<file path="config.mk">
export PLATFORM = sky130hd
export DESIGN_NAME = thread_scheduler
export DESIGN_NICKNAME = d
export VERILOG_FILES = /design/src/rtl/thread_scheduler_pkg.sv /design/src/rtl/rr_picker.sv /design/src/rtl/thread_scheduler.sv
export SDC_FILE = /design/constraint.sdc
export NUM_CORES = 1
export LEC_CHECK = 0
export ABC_AREA = 0
export CORE_MARGIN = 2
export CORE_UTILIZATION = 45
export DETAILED_ROUTE_END_ITERATION = 8
export PLACE_DENSITY = 0.64
export SYNTH_ARGS = -nofsm -noshare
export SYNTH_HDL_FRONTEND = slang
export SYNTH_SLANG_ARGS = --single-unit
</file>
<file path="constraint.sdc">
create_clock -name clk -period 5.4 [get_ports clk]
set_input_delay 1.08 -clock clk [delete_from_list [all_inputs] [get_ports clk]]
set_output_delay 1.08 -clock clk [all_outputs]
set_load 0.005 [all_outputs]
</file>
<file path="src/rtl/thread_scheduler_pkg.sv">
// Shared definitions for the thread scheduler: FSM encodings and the
// per-thread PC base-address helper.
package thread_scheduler_pkg;

  typedef enum logic [1:0] {
    S_IDLE = 2'd0,
    S_RUN  = 2'd1,
    S_DONE = 2'd2
  } sched_state_e;

  // Each thread owns an equal slice of instruction memory; its PC starts at the slice base.
  function automatic logic [31:0] pc_base(input int tid, input int addr_w, input int tid_bits);
    logic [31:0] t;
    t = 32'(tid);
    return t << (addr_w - tid_bits);
  endfunction

endpackage

</file>
<file path="src/rtl/rr_picker.sv">
// Combinational round-robin picker: grants the first requester after last_i,
// scanning upward and wrapping. Shared with the memory arbiter.
module rr_picker #(
  parameter int W = 2,
  parameter int N = 4
) (
  input  logic [N-1:0] req_i,
  input  logic [W-1:0] last_i,
  output logic [W-1:0] grant_o,
  output logic         valid_o
);

  logic [W-1:0] idx_s;

  // Scan from the farthest offset down so the nearest requester after last_i wins.
  always_comb begin
    grant_o = '0;
    valid_o = 1'b0;
    idx_s   = '0;
    for (int k = N; k >= 1; k--) begin
      idx_s = last_i + W'(k);
      if (req_i[idx_s]) begin
        grant_o = idx_s;
        valid_o = 1'b1;
      end else begin
        valid_o = valid_o;
      end
    end
  end

endmodule

</file>
<file path="src/rtl/thread_scheduler.sv">
// Fine-grained round-robin scheduler for the 4-thread core.
// Optional per-thread issue counters are enabled with SCHED_PERF_CNT_EN.
module thread_scheduler
  import thread_scheduler_pkg::*;
#(
  parameter int INST_ADDR_WIDTH = 9,
  parameter int THREAD_BITS     = 2,
  parameter int NUM_THREADS     = 4
) (
  input  logic                       clk,
  input  logic                       reset,
  input  logic                       start,
  input  logic                       stall,
  input  logic [NUM_THREADS-1:0]     thread_done,
  input  logic                       br_valid,
  input  logic [THREAD_BITS-1:0]     br_tid,
  input  logic [INST_ADDR_WIDTH-1:0] br_target,
`ifdef SCHED_PERF_CNT_EN
  input  logic [THREAD_BITS-1:0]     perf_sel,
  output logic [31:0]                perf_count,
`endif
  output logic                       issue_valid,
  output logic [THREAD_BITS-1:0]     thread_id,
  output logic [INST_ADDR_WIDTH-1:0] pc_out,
  output logic [NUM_THREADS-1:0]     active_mask,
  output logic                       all_done
);

  localparam int AW = INST_ADDR_WIDTH;
  localparam int TB = THREAD_BITS;
  localparam int NT = NUM_THREADS;

  sched_state_e  state_q, state_d;
  logic [AW-1:0] pc_q [NT];
  logic [AW-1:0] pc_d [NT];
  logic [NT-1:0] mask_q, mask_d;
  logic [TB-1:0] last_q, last_d;
  logic          iv_q, iv_d;
  logic [TB-1:0] tid_q, tid_d;
  logic [AW-1:0] pcout_q, pcout_d;
  logic          done_q, done_d;
  logic [TB-1:0] grant_s;
  logic          grant_valid_s;

  rr_picker #(.W(TB), .N(NT)) u_picker (
    .req_i   (mask_q),
    .last_i  (last_q),
    .grant_o (grant_s),
    .valid_o (grant_valid_s)
  );

  // Next-state logic: FSM, selection, PC update, halt mask and redirects.
  always_comb begin
    state_d = state_q;
    mask_d  = mask_q;
    last_d  = last_q;
    iv_d    = 1'b0;
    tid_d   = tid_q;
    pcout_d = pcout_q;
    done_d  = done_q;
    for (int i = 0; i < NT; i++) pc_d[i] = pc_q[i];

    case (state_q)
      S_IDLE, S_DONE: begin
        if (start) begin
          state_d = S_RUN;
          mask_d  = '1;
          done_d  = 1'b0;
          last_d  = TB'(NT - 1);
          for (int i = 0; i < NT; i++) pc_d[i] = AW'(pc_base(i, AW, TB));
        end else begin
          state_d = state_q;
        end
      end
      S_RUN: begin
        if (mask_q == '0) begin
          state_d = S_DONE;
          done_d  = 1'b1;
        end else if (!stall && grant_valid_s) begin
          iv_d             = 1'b1;
          tid_d            = grant_s;
          pcout_d          = pc_q[grant_s];
          pc_d[grant_s]    = pc_q[grant_s] + AW'(1);
          last_d           = grant_s;
        end else begin
          iv_d = 1'b0;
        end
        mask_d = mask_q & ~thread_done;
        // Redirect overrides the post-issue increment on the same thread.
        if (br_valid) begin
          pc_d[br_tid] = br_target;
        end else begin
          pc_d[br_tid] = pc_d[br_tid];
        end
      end
      default: begin
        state_d = S_IDLE;
      end
    endcase
  end

  // State and output registers.
  always_ff @(posedge clk or posedge reset) begin
    if (reset) begin
      state_q <= S_IDLE;
      mask_q  <= '0;
      last_q  <= TB'(NT - 1);
      iv_q    <= 1'b0;
      tid_q   <= '0;
      pcout_q <= '0;
      done_q  <= 1'b0;
      for (int i = 0; i < NT; i++) pc_q[i] <= '0;
    end else begin
      state_q <= state_d;
      mask_q  <= mask_d;
      last_q  <= last_d;
      iv_q    <= iv_d;
      tid_q   <= tid_d;
      pcout_q <= pcout_d;
      done_q  <= done_d;
      for (int i = 0; i < NT; i++) pc_q[i] <= pc_d[i];
    end
  end

  assign issue_valid = iv_q;
  assign thread_id   = tid_q;
  assign pc_out      = pcout_q;
  assign active_mask = mask_q;
  assign all_done    = done_q;

`ifdef SCHED_PERF_CNT_EN
  logic [31:0] cnt_q [NT];

  // Saturating per-thread issue counters, cleared on each launch.
  always_ff @(posedge clk or posedge reset) begin
    if (reset) begin
      for (int i = 0; i < NT; i++) cnt_q[i] <= 32'd0;
    end else if (start && (state_q != S_RUN)) begin
      for (int i = 0; i < NT; i++) cnt_q[i] <= 32'd0;
    end else if (iv_d && (cnt_q[tid_d] != 32'hFFFF_FFFF)) begin
      cnt_q[tid_d] <= cnt_q[tid_d] + 32'd1;
    end else begin
      cnt_q[tid_d] <= cnt_q[tid_d];
    end
  end

  assign perf_count = cnt_q[perf_sel];
`endif

endmodule

</file>
==> impl_metrics.yaml, run 1 <==
run_status:
  outcome: "finished clean"
detailed_routing:
  wl_met3_mm: 1.13
  drt_wl_total_mm: 12.9
  drt-met1-wl_mm: 5.68
  initialDrtViolationCount: 458
  vias_per_cell: 6.46
  dr.pass1.iters: 6
  highest_layer: "met4"
  met2WireLength_mm: 5.60
  wl_per_cell_um: 20.3
  antenna_left: 0
  vias: 4120
  drc: 0
floorplan:
  dieArea_um2: 9580
  placementRows: 34
  initial_core_util_pct: 45.9
  io_pins: 37
  die_height_um: 97.9
  core_um2: 8640
  die_x_um: 97.9
sta:
  worst_pin_slew_ns: 0.873
  drv_slew: 0
  skew_ns: 0.00573
  final.min_clock_period_ns: 3.91
  post-route-period-util_pct: 72.4
  rsz0062_at_grt: "false"
  finalSetupViolCount: 0
  relSlewSlack_pct: 41.3
  fin_ws_ns: 1.49
  hold_viol: 0
  max_freq_ghz: 0.256
  fin_tns_setup_ns: 0
synthesis:
  synth_top_area_share_pct: 34.7
  synth.distinct_cells: 64
  synth.ff_latch_count: 57
  synthFlopType: "dfrtp_1"
  yosys.area.top_type: "dfrtp_1"
  synth_edf_count: 0
  ys_warn_count: 0
  async_reset_ff_share_pct: 100
  syn_area_um2: 3960
  synth_nets: 522
  syn_avg_cell_area_um2: 7.91
  synth.yosys.seq_area_share_pct: 36.0
  synth_area_leaders: "dfrtp_1 (35%), nand2_1 (9.7%), o21ai_0 (4.9%), nor2_1 (4.3%), a21oi_1 (3.3%)"
  syn_inst: 501
cts:
  clk_path_buf_depth: 2
  path_clk_slew_ns: 0.07
  cts_tree: "done"
  insertion_delay_ns: 0.35
  cts.sinks: 57
  htree_num_levels: 3
  cts_buffers: 9
  postCtsSetupBuffers: 0
  cts_resized: 0
  hold_buffers: 0
  root_buffer: "clkbuf_8"
layout:
  area_delta_synth_final_pct: 15.6
  drive_above_1_share_pct: 8.49
  layout_common_cells: "nand2_1 (102), dfrtp_1 (55), nor2_1 (45)"
  nNetsFinal: 546
  n_antenna_cell: 0
  finalInstanceArea_um2: 4580
  layout_commonest_cell: "nand2_1"
critical_path:
  crit_path_cell_trace: "nand2b_1, o22ai_2, or2_1, nand2_1, and3_1, a31oi_1, ha_1, inv_1, nor3_1, o221ai_1, o41ai_2, and3_1, xnor2_1, o21ai_1, a32oi_1"
  crit_path_max_incr_delay_ns: 0.65
  cpMostUsedCell: "and3_1"
  endpoint_kind: "flop"
  cp.required_ns: 5.66
  crit_arrival_ns: 4.17
  crit_family: "simple AND/OR/NAND/NOR gates"
  crit_fanout: 22
  start_kind: "flop"
  worstSetupPathType: "reg2reg"
  cpMaxStageDelayCell: "or2_1"
  crit_buf_inv: 1
placement:
  gp_congestion: 0.941
  place_ws_ns: 1.62
  dp_hpwl_mm: 9.07
  port_buffers: 36
  dpl-instance-area_um2: 4380
global_routing:
  grtUsageTotal_pct: 27.7
  antenna_found_initial: 0
  grt_max_degree: 58
  grt_remaining_overflow: 0
  grt_pass1_vias: 3925
  grt_pass1_wl_mm: 21.1
min_path:
  hp-class: "reg2reg"
pwr:
  p_leak_nw: 1.84
  power_density_nw_per_um2: 712
  vdd.ir_drop.worst_mv: 0.313
  finalPower_mw: 3.26
job:
  maxCapViolCount: 0
-- power by group --
group / total [mW] / internal (mW) / switching [mW]
logic: 1.99 / 0.717 / 1.27
clock network: 0.434 / 0.251 / 0.183
registers: 0.840 / 0.605 / 0.235
total: 3.26 / 1.57 / 1.69
-- tightest hold or removal path, delay by kind of cell (launching register included) --
kind / cells / cell delay [ns]
flip-flops: 1 / 0.34
AO/OA/AOI/OAI: 1 / 0.06
AND/OR/NAND/NOR: 1 / 0.05
-- cell type report --
| cell class | count | area [um2] |
|---|---|---|
| multi-input combinational | 407 | 2380 |
| timing repair buffer | 42 | 405 |
| sequential | 57 | 1430 |
| fill | 844 | 4050 |
| clock buffer | 14 | 173 |
| clock inverter | 2 | 35.0 |
| tap | 108 | 135 |
| inverter | 8 | 30.0 |
-- worst paths after layout --
kind                                start  depth (start not counted)             end  slack, ns
setup / recovery           active_mask[1]                         15        pc_q[26]       1.49
hold / removal                  pc_out[3]                          2       pc_out[3]       0.48
setup reg to reg           active_mask[1]                         15        pc_q[26]       1.49
hold reg to reg                 pc_out[3]                          2       pc_out[3]       0.48
max in group asynchronous           reset                          3        pc_q[18]       3.65
min in group asynchronous           reset                          3  active_mask[0]       1.25
-- synthesized netlist by cell type (all sizes together) (5+ instances only) --
| library cell | instances |
|---|---|
| nand2 | 102 |
| dfrtp | 55 |
| nor2 | 47 |
| o21ai | 46 |
| a21oi | 27 |
| nand3 | 20 |
| clkbuf | 19 |
| a31oi | 15 |
| nor3 | 15 |
| buf | 10 |
| mux2i | 10 |
| o221ai | 9 |
| inv | 8 |
| nand2b | 8 |
| xnor2 | 8 |
| and3 | 7 |
| nor2b | 7 |
| a211o | 6 |
| nor3b | 6 |
| a22oi | 5 |
| a32oi | 5 |
| nand4 | 5 |
| nor4 | 5 |
-- sequential cells by signal, indices dropped and copies added, names as in the netlist --
signal / flops
pc_out: 9
last_q: 2
active_mask: 4
state_q: 2
issue_valid: 1
pc_q: 36
all_done: 1
thread_id: 2
-- through the flow --
stage               instances  utilization, %  hold WS, ns
finish                    638            53.1        0.477
global route              638            53.1        0.502
floorplan                 501               -        0.470
CTS                       638            53.1        0.484
detailed placement        622            50.7        0.467
global placement          622            50.7        0.461
-- per-layer routing --
metal | vias to the layer above | track usage (%)
li1 | 1877 | -
met1 | 1937 | 38.7
met2 | 260 | 40.1
met3 | 46 | 5.37
met4 | 0 | 15.5
met5 | - | 0
-- logic make-up after synthesis --
group	Yosys count	synth area share, %
AO/OA/AOI/OAI	155	26.2
XOR/XNOR	9	2.18
adder cells (fa/ha/maj)	1	0.316
buffers and inverters	37	4.01
flip-flops	57	36.0
multiplexers	13	3.66
AND/OR/NAND/NOR	229	27.6
(Power assumes the default switching activity.)
==> run 2, diff against run 1 <==
==> constraint.sdc (replaced) <==
create_clock -name clk -period 4 [get_ports clk]
set_input_delay 0.8 -clock clk [delete_from_list [all_inputs] [get_ports clk]]
set_output_delay 0.8 -clock clk [all_outputs]
set_load 0.005 [all_outputs]
==> impl_metrics.yaml, run 2 (synthesis gave the netlist of run 1 again) <==
cts:
  hold_buffers: 0
  cts_buffers: 9
  insertion_delay_ns: 0.35
  cts_tree: "done"
  postCtsSetupBuffers: 0
  htree_num_levels: 3
  cts.sinks: 57
  clk_path_buf_depth: 2
  cts_resized: 0
  path_clk_slew_ns: 0.06
  root_buffer: "clkbuf_8"
critical_path:
  ff2ff_setup_slack_ns: 0.43
  crit_fanout: 12
  r2r-start: "last_q[0]"
  cp.required_ns: 4.26
  cpMaxStageDelayCell: "dfstp_2"
  worstSetupPathType: "reg2reg"
  crit_arrival_ns: 3.83
  crit_path_cell_trace: "nand2b_1, o22ai_2, nor2_2, nand2_1, and3_1, a31oi_1, ha_1, inv_1, nor3_1, o221ai_1, o41ai_2, and3_1, xnor2_1, o21ai_1, a32oi_1"
  endpoint_kind: "flop"
  cpMostUsedCell: "and3_1"
  crit_path_max_incr_delay_ns: 0.57
  reg2reg_depth: 15
  reg2reg_to: "pc_q[26]"
  start_kind: "flop"
floorplan:
  initial_core_util_pct: 45.9
  io_pins: 37
  core_um2: 8640
  die_x_um: 97.9
  die_height_um: 97.9
  placementRows: 34
  dieArea_um2: 9580
sta:
  drv_slew: 0
  relSlewSlack_pct: 51.9
  max_freq_ghz: 0.280
  fin_tns_setup_ns: 0
  worst_pin_slew_ns: 0.716
  skew_ns: 0.0135
  post-route-period-util_pct: 89.2
  hold_viol: 0
  finalSetupViolCount: 0
  final.min_clock_period_ns: 3.57
  rsz0062_at_grt: "false"
global_routing:
  antenna_found_initial: 0
  grt_pass1_wl_mm: 21.6
  grt_max_degree: 32
  grtUsageTotal_pct: 28.7
  grt_pass1_vias: 3849
  grt_remaining_overflow: 0
layout:
  largest_reg_flops: 36
  layout_common_cells: "nand2_1 (102), dfrtp_1 (55), nor2_1 (45)"
  fin_cells: 647
  area_delta_synth_final_pct: 17.9
  top_register: "pc_q"
  drive_above_1_share_pct: 10.2
  nNetsFinal: 555
  layout_commonest_cell: "nand2_1"
  n_antenna_cell: 0
detailed_routing:
  vias: 4092
  wl_per_cell_um: 20.5
  dr.pass1.iters: 5
  initialDrtViolationCount: 453
  drc: 0
  drt_wl_total_mm: 13.3
  vias_per_cell: 6.32
  antenna_left: 0
pwr:
  vdd.ir_drop.worst_mv: 0.375
  p_leak_nw: 1.89
  finalPower_mw: 4.55
  power_density_nw_per_um2: 973
min_path:
  worstHoldStart: "pc_out[8]"
  hp-class: "reg2reg"
  hold_depth: 2
  holdPathEnd: "pc_out[8]"
placement:
  gp_congestion: 0.939
  port_buffers: 36
  place_inst: 631
  dp_hpwl_mm: 9.64
run_status:
  outcome: "finished clean"
job:
  maxCapViolCount: 0
==> run 2: per-layer routing <==
metal | global-route usage [%] | routed length (um)
met1 | 40.2 | 5680
met2 | 43.0 | 5980
met3 | 6.44 | 1250
met4 | 11.4 | 392
met5 | 0 | 0
==> run 2: worst max path at each step <==
| stage | cells after the start | slack [ns] | to | startpoint |
|---|---|---|---|---|
| floorplan | 17 | 0.73 | pc_q[26] | last_q[1] |
| global placement | 15 | 0.68 | pc_q[26] | last_q[0] |
| detailed placement | 15 | 0.56 | pc_q[26] | last_q[0] |
| CTS | 15 | 0.51 | pc_q[26] | last_q[0] |
| global route | 15 | 0.08 | pc_q[26] | last_q[1] |
| finish | 15 | 0.43 | pc_q[26] | last_q[0] |
==> run 2: stage by stage <==
step	hold WS (ns)	setup WS, ns	utilization (%)	area (um2)
6_report	0.474	0.433	54.1	4670
5_1_grt	0.501	0.0770	54.1	4670
4_1_cts	0.480	0.511	54.1	4670
3_5_place_dp	0.463	0.564	51.4	4440
3_3_place_gp	0.459	0.676	51.4	4440
2_1_floorplan	0.470	0.735	-	3960
==> run 2: final cells by class <==
cell class	count	area [um2]
flip-flops and latches	57	1430
clock inverters	4	75.1
inverters	8	30.0
well taps	108	135
multi-input cells	407	2380
repair buffers	51	473
fillers	818	3960
clock buffers	12	155
==> run 2: report_power, final <==
group	switching, mW	total (mW)	internal [mW]
Clock	0.252	0.637	0.385
Sequential	0.312	1.13	0.817
Combinational	1.76	2.78	1.02
==> run 2: worst max-delay path, delay by kind of cell (launching register included) <==
family          cells  cell delay (ns)
compound gates      6             1.02
flops               1             0.57
buf+inv             1             0.11
xor+xnor            1             0.27
fa+ha+maj           1             0.19
simple gates        6             1.33
